**config.mk**
```make
export PLATFORM = sky130hd
export DESIGN_NAME = gda_varlat_add_ctrl
export DESIGN_NICKNAME = d
export VERILOG_FILES = /design/src/rtl/gda_varlat_add_ctrl.sv
export SDC_FILE = /design/constraint.sdc
export NUM_CORES = 1
export LEC_CHECK = 0
export BUFFER_PORTS_ARGS = -buffer_cell sky130_fd_sc_hd__buf_2
export CAP_MARGIN = 5
export CORE_ASPECT_RATIO = 1.4
export CORE_MARGIN = 2
export CORE_UTILIZATION = 40
export CTS_CLUSTER_DIAMETER = 100
export DETAILED_ROUTE_END_ITERATION = 6
export PLACE_DENSITY = 0.8
export SYNTH_ARGS = -nofsm -noshare
export SYNTH_HDL_FRONTEND = slang
export SYNTH_SLANG_ARGS = --single-unit
export TNS_END_PERCENT = 20
```
**constraint.sdc**
```tcl
create_clock -name clk -period 3 [get_ports clk]
set_input_delay 0.6 -clock clk [delete_from_list [all_inputs] [get_ports clk]]
set_output_delay 0.6 -clock clk [all_outputs]
set_load 0.02 [all_outputs]
```
**src/rtl/gda_varlat_add_ctrl.sv**
```systemverilog
// Variable-latency sequencer around an external approximate adder: delivers the adder
// result when it matches the exact sum, otherwise one extra cycle for the exact sum.
// Optional statistics counters are built only when GDA_STATS_EN is defined.
module gda_varlat_add_ctrl #(
   parameter int WIDTH = 8,
   parameter int CNT_W = 16
) (
   input  logic             clk,
   input  logic             rst,
   input  logic             in_valid,
   output logic             in_ready,
   input  logic [WIDTH-1:0] in_a,
   input  logic [WIDTH-1:0] in_b,
   input  logic             approx_only,
   output logic [WIDTH-1:0] add_a,
   output logic [WIDTH-1:0] add_b,
   input  logic [WIDTH:0]   add_res,
   output logic             out_valid,
   input  logic             out_ready,
   output logic [WIDTH:0]   out_sum,
   output logic             out_corrected,
   input  logic             stat_clr,
   output logic [CNT_W-1:0] stat_ops,
   output logic [CNT_W-1:0] stat_err
);

   // Handshakes: a transfer happens on a rising edge where valid and ready are both high;
   // in_ready is high only in IDLE, out_valid only in DONE, and out data is stable meanwhile.
   typedef enum logic [1:0] {IDLE, EVAL, FIX, DONE} state_t;

   state_t           state;
   logic             approx_q;
   logic             mism_q;
   logic [WIDTH:0]   exact_sum;
   logic             match;

   assign exact_sum = {1'b0, add_a} + {1'b0, add_b};
   assign match     = (add_res == exact_sum);

   always_ff @(posedge clk or posedge rst) begin
      if (rst) begin
         state         <= IDLE;
         in_ready      <= 1'b1;
         out_valid     <= 1'b0;
         out_sum       <= '0;
         out_corrected <= 1'b0;
         add_a         <= '0;
         add_b         <= '0;
         approx_q      <= 1'b0;
         mism_q        <= 1'b0;
      end else begin
         case (state)
            IDLE: begin
               if (in_valid) begin
                  add_a    <= in_a;
                  add_b    <= in_b;
                  approx_q <= approx_only;
                  in_ready <= 1'b0;
                  state    <= EVAL;
               end
            end
            EVAL: begin
               // mism_q records adder errors even when approx_only suppresses the fix
               mism_q <= ~match;
               if (match || approx_q) begin
                  out_sum       <= add_res;
                  out_corrected <= 1'b0;
                  out_valid     <= 1'b1;
                  state         <= DONE;
               end else begin
                  state <= FIX;
               end
            end
            FIX: begin
               out_sum       <= exact_sum;
               out_corrected <= 1'b1;
               out_valid     <= 1'b1;
               state         <= DONE;
            end
            DONE: begin
               if (out_ready) begin
                  out_valid <= 1'b0;
                  in_ready  <= 1'b1;
                  state     <= IDLE;
               end
            end
            default: state <= IDLE;
         endcase
      end
   end

`ifdef GDA_STATS_EN
   logic [CNT_W-1:0] ops_q;
   logic [CNT_W-1:0] err_q;
   logic             done_hs;

   assign done_hs = (state == DONE) && out_ready;

   always_ff @(posedge clk or posedge rst) begin
      if (rst) begin
         ops_q <= '0;
         err_q <= '0;
      end else if (stat_clr) begin
         ops_q <= '0;
         err_q <= '0;
      end else if (done_hs) begin
         if (ops_q != '1) ops_q <= ops_q + 1'b1;
         if (mism_q && (err_q != '1)) err_q <= err_q + 1'b1;
      end
   end

   assign stat_ops = ops_q;
   assign stat_err = err_q;
`else
   logic unused_stats;
   assign unused_stats = stat_clr ^ mism_q;
   assign stat_ops     = '0;
   assign stat_err     = '0;
`endif

endmodule

```
==> results of run 1 <==
synthesized netlist by cell type (all sizes together), types with 2 or more instances:
cell type  count  area (µm²)
a2111oi        2        23.8
a211o          4        35.0
a211oi         2        15.0
a21o           2        22.5
a21oi         17        88.8
a22oi          2        15.0
a32oi          2        17.5
and3           2        12.5
buf           37         274
clkbuf         6        22.5
dfrtp         30         751
ha            12         150
inv           11        41.3
mux2          18         203
mux2i          5        50.1
nand2         16        60.1
nand2b         2        12.5
nand3          8        40.0
nand4          2        18.8
nor2          12        47.6
nor2b          5        31.3
nor3           6        35.0
nor3b          5        37.5
nor4           4        31.3
o21ai         14        70.1
o22a           4        35.0
or3b           2        17.5
xnor2          3        26.3
xnor3          2        45.0
xor2           6        52.6
per-stage QoR:
step                area (µm²)  hold slack [ns]
global route              2990            0.428
detailed placement        2810            0.482
global placement          2810            0.479
CTS                       2900            0.399
floorplan                 2620            0.542
finish                    2990            0.379
flip-flops by register name (all words and copies together), names as in the netlist:
signal         flops
out_valid          1
add_b              8
state              2
out_corrected      1
approx_q           1
in_ready           1
out_sum            9
add_a              8
worst max-delay path by stage:
stage	from	to	slack (ns)	cells after the start
3_3_place_gp	add_a[0]$_DFFE_PP0P_	out_corrected$_DFFE_PP0P_	-0.04	10
4_1_cts	add_a[0]$_DFFE_PP0P_	out_sum[8]$_DFFE_PP0P_	0.05	9
3_5_place_dp	add_a[0]$_DFFE_PP0P_	out_corrected$_DFFE_PP0P_	-0.10	10
5_1_grt	add_a[0]$_DFFE_PP0P_	out_valid$_DFFE_PP0P_	-0.12	11
2_1_floorplan	add_a[0]$_DFFE_PP0P_	out_sum[8]$_DFFE_PP0P_	0.09	9
6_report	add_a[0]$_DFFE_PP0P_	out_sum[8]$_DFFE_PP0P_	0.07	10
worst max-delay path, delay by kind of cell, from the launching register on:
kind            cells  cell delay, ns
xor+xnor            1            0.18
fa+ha+maj           2            0.72
buf+inv             1            0.18
simple gates        3            0.68
compound gates      3            0.66
flops               1            0.39
kinds of logic (layout without fill, tap and decap cells):
logic type               Yosys count  after routing
XOR/XNOR                          11             11
AND/OR/NAND/NOR                   71             71
other                              1             32
flip-flops                        31             31
multiplexers                      23             23
AO/OA/AOI/OAI                     59             59
buffers and inverters             54             93
adder cells (fa/ha/maj)           13             13
power by group through the flow:
stage | logic [mW] | clock network, mW | registers (mW)
final | 3.17 | 0.325 | 0.814
after global routing | 3.49 | 0.344 | 0.847
after CTS | 2.97 | 0.331 | 0.817
after detailed placement | 2.92 | 0 | 0.823
after global placement | 2.86 | 0 | 0.811
after floorplan | 1.96 | 0 | 1.03
metal layers:
metal | GRT usage, % | vias to the layer above | routed length, µm
met5 | 0 | - | 0
li1 | - | 1020 | -
met1 | 18.9 | 1036 | 2280
met3 | 1.87 | 14 | 266
met4 | 7.98 | 0 | 187
met2 | 30.2 | 90 | 3030
layout make-up:
cell class	instances	share of cell area, %
clock buffer	7	2.55
tap	72	3.01
clock inverter	1	0.167
sequential	31	26.0
inverter	11	1.38
timing repair buffer	74	13.9
multi-input combinational	209	53.0
what timing repair did:
item / CTS / global route
setup endpoints to repair: 11 / 10
resized for setup: 4 / 14
buffers inserted: 0 / 2
pin swaps: 2 / 7
==> results.yml, run 1 <==
outcome:
  status: "finished clean"
place:
  io_buffer_count: 57
  pre_cts_ws_ns: -0.105
  gp_congestion: 0.799
  dp.cells: 395
  dp.final_hpwl_um: 4360
clock_tree:
  htreeDepth: 2
  path_clk_slew_ns: 0.07
  clock_latency_ns: 0.29
  cts_tree: "done"
  holdBufCountCts: 0
  clk_path_buf_depth: 2
  cts_sinks: 31
  cts_buffers: 5
  root_buffer: "clkbuf_8"
critical_path:
  rr_endpoint: "out_sum[8]$_DFFE_PP0P_"
  end_kind: "flop"
  r2r-start: "add_a[0]$_DFFE_PP0P_"
  worst_ep_arrival_time_ns: 3.10
  setup.worst_path.start_class: "flop"
  slowest_stage: "fa_1"
  reg2reg_slack_ns: 0.07
  max_stage_delay_ns: 0.51
  worstPathMaxFanout: 3
  crit_path_cell_trace: "ha_2 -> fa_1 -> xor2_1 -> a2111oi_2 -> nand4_1 -> nor4_4 -> buf_4 -> nand4_4 -> a2111oi_4 -> a211oi_2"
  critical_path_class: "flop to flop"
  r2r_cells: 10
  required_ns: 3.17
power_and_ir_drop:
  pwr-share-comb_pct: 73.6
  power.share.clock_pct: 7.5
  p_per_area_mw_per_mm2: 1440
  p_leak_nw: 1.43
  ir_worst_vdd_uv: 803
  total_power_mw: 4.31
  switchingPower_mw: 2.11
  swShare_pct: 49.0
  intPower_mw: 2.20
  seq_power_share_pct: 18.9
drt:
  drt_iter0_drc: 34
  dr.pass1.iters: 5
  routed_wl_um: 5760
  viasPerCell: 5.33
  drc: 0
  wl_per_cell_um: 14.2
  vias: 2160
  ant_nets: 0
floorplanning:
  core-area_mm2: 0.00613
  rows: 34
  dieArea_mm2: 0.00691
  start_util_pct: 40.8
  num_io_pins: 91
  die_w_um: 70.8
  die_height_um: 97.5
final_layout:
  layout.cells.most_common: "buf_2"
  postLayoutCoreUtil_pct: 48.9
  fillCellCount: 603
  multiInputGateArea_mm2: 0.00159
  instances_no_fill: 405
  drive_above_1_share_pct: 36.3
  ff_latch_area_um2: 777
  antenna_cells: 0
  area_growth_pct: 19.7
  nets: 376
  final_cell_mix: "buf_2 (57), conb_1 (32), dfrtp_1 (30)"
synth:
  synth_xor_area_share_pct: 4.95
  synth.area.mux_share_pct: 10.1
  async_flop_share_pct: 100
  synth_seq_area_share_pct: 31.1
  ys_warn_count: 0
  synth-compound-area-share_pct: 17.5
  netlist_instances: 263
  synth_area_mm2: 0.00250
  synth_simple_gate_area_share_pct: 15.9
  synth_edf_count: 0
  syn_area_per_cell_um2: 9.51
  synth_flop_cell: "dfrtp_1"
  synthAdderAreaFrac_pct: 6.81
  synth_top_family_by_area: "compound AO/OA/AOI/OAI gates"
  synthDistinctLibCells: 61
  synth_seq_cells: 31
sta:
  max-slew-margin-rel_pct: 49.3
  setup-tns-final_ns: 0
  finalCritPeriodShare_pct: 97.7
  fin_skew_ns: 0.00783
  finalSetupViolations: 0
  max_freq_ghz: 0.341
  worst_slew_pin_slew_ns: 0.758
  grt_setup_unrepaired: "true"
  maxSlewViolCount: 0
  layout_setup_ws_ns: 0.0684
  min_period_ns: 2.93
  hold_violations: 0
job:
  drv_cap: 0
global_routing:
  grt_pass1_vias: 2055
  grt_pass1_wl_um: 9260
  antenna_found_initial: 0
  track_usage_pct: 16.6
  gr-total-overflow: 0
  grt_max_degree: 32
worst_hold_path:
  min_path_type: "input port to asynchronous set/reset pin"
(Power assumes the default switching activity.)
==> run 2: changes to the inputs <==
--- a/config.mk
+++ b/config.mk
@@ -9,10 +9,10 @@
 export CAP_MARGIN = 5
 export CORE_ASPECT_RATIO = 1.4
 export CORE_MARGIN = 2
-export CORE_UTILIZATION = 40
+export CORE_UTILIZATION = 32
 export CTS_CLUSTER_DIAMETER = 100
 export DETAILED_ROUTE_END_ITERATION = 6
-export PLACE_DENSITY = 0.8
+export PLACE_DENSITY = 0.69
 export SYNTH_ARGS = -nofsm -noshare
 export SYNTH_HDL_FRONTEND = slang
 export SYNTH_SLANG_ARGS = --single-unit
==> run 2 against run 1 <==
Global-route usage is 2.7 points lower. Die area is 24% higher. Clock-buffer cell count stayed put. Worst setup slack better by 0.090 ns. Critical path depth stayed put. Clock power is 27% higher. Maximum frequency is 3.2% higher. Critical path type unchanged.
==> results.yml, run 2 (synthesized netlist as in run 1, its figures left out) <==
place:
  dp.final_hpwl_um: 4520
  io_buffer_count: 57
  place_area_mm2: 0.00284
  gp_congestion: 0.843
  pre_cts_ws_ns: -0.120
  dp.cells: 422
sta:
  maxSlewViolCount: 0
  max_freq_ghz: 0.352
  max-slew-margin-rel_pct: 50.3
  finalCritPeriodShare_pct: 94.7
  setup-tns-final_ns: 0
  grt_setup_unrepaired: "false"
  min_period_ns: 2.84
  fin_skew_ns: 0.0143
  finalSetupViolations: 0
  layout_setup_ws_ns: 0.158
  hold_violations: 0
  worst_slew_pin_slew_ns: 0.743
critical_path:
  slowest_stage: "dfrtp_1"
  reg2reg_slack_ns: 0.16
  path_buf_inv: 1
  setup.worst_path.start_class: "flop"
  worstPathMaxFanout: 4
  required_ns: 3.23
  end_kind: "flop"
  r2r_cells: 10
  critical_path_class: "flop to flop"
  max_stage_delay_ns: 0.38
  rr_endpoint: "out_sum[4]$_DFFE_PP0P_"
  crit_path_cell_trace: "ha_2 -> fa_2 -> a21o_1 -> a221oi_4 -> xnor3_1 -> a21oi_1 -> nand4_2 -> buf_6 -> a21oi_4 -> o22a_1"
  r2r-start: "add_a[0]$_DFFE_PP0P_"
  critPathTopFamily: "compound AO/OA/AOI/OAI gates"
  worst_ep_arrival_time_ns: 3.07
drt:
  drc: 0
  wl_per_cell_um: 13.4
  routed_wl_um: 5760
  drt_iter0_drc: 42
  viasPerCell: 4.85
  ant_nets: 0
  dr.pass1.iters: 4
  vias: 2085
clock_tree:
  clock_latency_ns: 0.30
  postCtsSetupBuffers: 0
  clk_path_buf_depth: 2
  cts_tree: "done"
  htreeDepth: 2
  holdBufCountCts: 0
  root_buffer: "clkbuf_8"
  path_clk_slew_ns: 0.08
  cts_sinks: 31
  cts_buffers: 5
floorplanning:
  die_w_um: 78.7
  num_io_pins: 91
  core-area_mm2: 0.00765
  start_util_pct: 32.7
  die_height_um: 109
  dieArea_mm2: 0.00855
  rows: 38
global_routing:
  grt_pass1_wl_um: 9240
  antenna_found_initial: 0
  grt_max_degree: 32
  grt_pass1_vias: 1936
  track_usage_pct: 13.9
  gr-total-overflow: 0
job:
  drv_cap: 0
final_layout:
  largest_register: "out_sum"
  finish.instance_area_mm2: 0.00299
  largest_reg_flops: 9
  area_growth_pct: 19.5
  instances_no_fill: 430
  antenna_cells: 0
  final_cell_mix: "buf_2 (57), conb_1 (32), dfrtp_1 (30)"
  layout.cells.most_common: "buf_2"
  reg_top3: "out_sum x9, add_a x8, add_b x8"
  drive_above_1_share_pct: 33.9
  nets: 373
outcome:
  status: "finished clean"
power_and_ir_drop:
  total_power_mw: 4.24
  p_leak_nw: 1.42
  p_per_area_mw_per_mm2: 1420
  ir_worst_vdd_uv: 715
worst_hold_path:
  min_path_type: "input port to asynchronous set/reset pin"
## run 2: cell types whose count changed in the layout (fill, tap and decap cells not counted), moves of 2 or more
cell,previous run,this run
a21oi_1,13,16
buf_4,16,13
a21oi_2,3,0
a211oi_1,0,2
a211oi_2,2,0
## run 2: through the flow
stage | utilization (%) | hold slack (ns)
3_3_place_gp | 37.0 | 0.495
2_1_floorplan | - | 0.542
4_1_cts | 38.5 | 0.374
5_1_grt | 39.0 | 0.412
3_5_place_dp | 37.0 | 0.503
6_report | 39.0 | 0.361
## run 2: worst max path at each step
stage / depth (start not counted) / slack [ns] / end / from
final: 10 / 0.16 / out_sum[4]$_DFFE_PP0P_ / add_a[0]$_DFFE_PP0P_
after global routing: 11 / 0.01 / out_sum[4]$_DFFE_PP0P_ / add_a[0]$_DFFE_PP0P_
after CTS: 10 / 0.04 / out_sum[8]$_DFFE_PP0P_ / add_a[0]$_DFFE_PP0P_
after detailed placement: 10 / -0.12 / out_sum[8]$_DFFE_PP0P_ / add_a[0]$_DFFE_PP0P_
after global placement: 10 / -0.03 / out_corrected$_DFFE_PP0P_ / add_a[0]$_DFFE_PP0P_
after floorplan: 9 / 0.09 / out_sum[8]$_DFFE_PP0P_ / add_a[0]$_DFFE_PP0P_
## run 2: where the power goes
group	leakage, nW	internal, mW	switching (mW)
clock	0.0524	0.248	0.165
sequential	0.360	0.645	0.171
combinational	1.00	1.31	1.70
total	1.42	2.20	2.04
## run 2: routing by layer
metal	routed length (µm)	part of all wire, %	vias to the layer above	track usage (%)
met3	254	4.4	9	3.26
met2	3050	53	65	24.9
met1	2330	40	999	15.3
met5	0	0	-	0
li1	-	-	1012	-
met4	130	2.3	0	6.89
## run 2: area by class of cell
class / count / area [µm²]
fillers: 809 / 4670
multi-input cells: 209 / 1540
flip-flops and latches: 31 / 777
repair buffers: 71 / 394
well taps: 100 / 125
clock buffers: 7 / 76.3
inverters: 11 / 41.3
clock inverters: 1 / 30.0
## run 2: what timing repair did
action                     in CTS  in global routing
gates resized for setup         2                  8
pin swaps                       1                  6
setup endpoints to repair       9                 11
## run 2: worst register-to-register path: cells and delay by family (launching register included)
family | cells | cell delay, ns
buffers and inverters | 1 | 0.18
XOR/XNOR | 1 | 0.26
AND/OR/NAND/NOR | 1 | 0.20
flip-flops | 1 | 0.38
AO/OA/AOI/OAI | 5 | 1.17
adder cells (fa/ha/maj) | 2 | 0.58
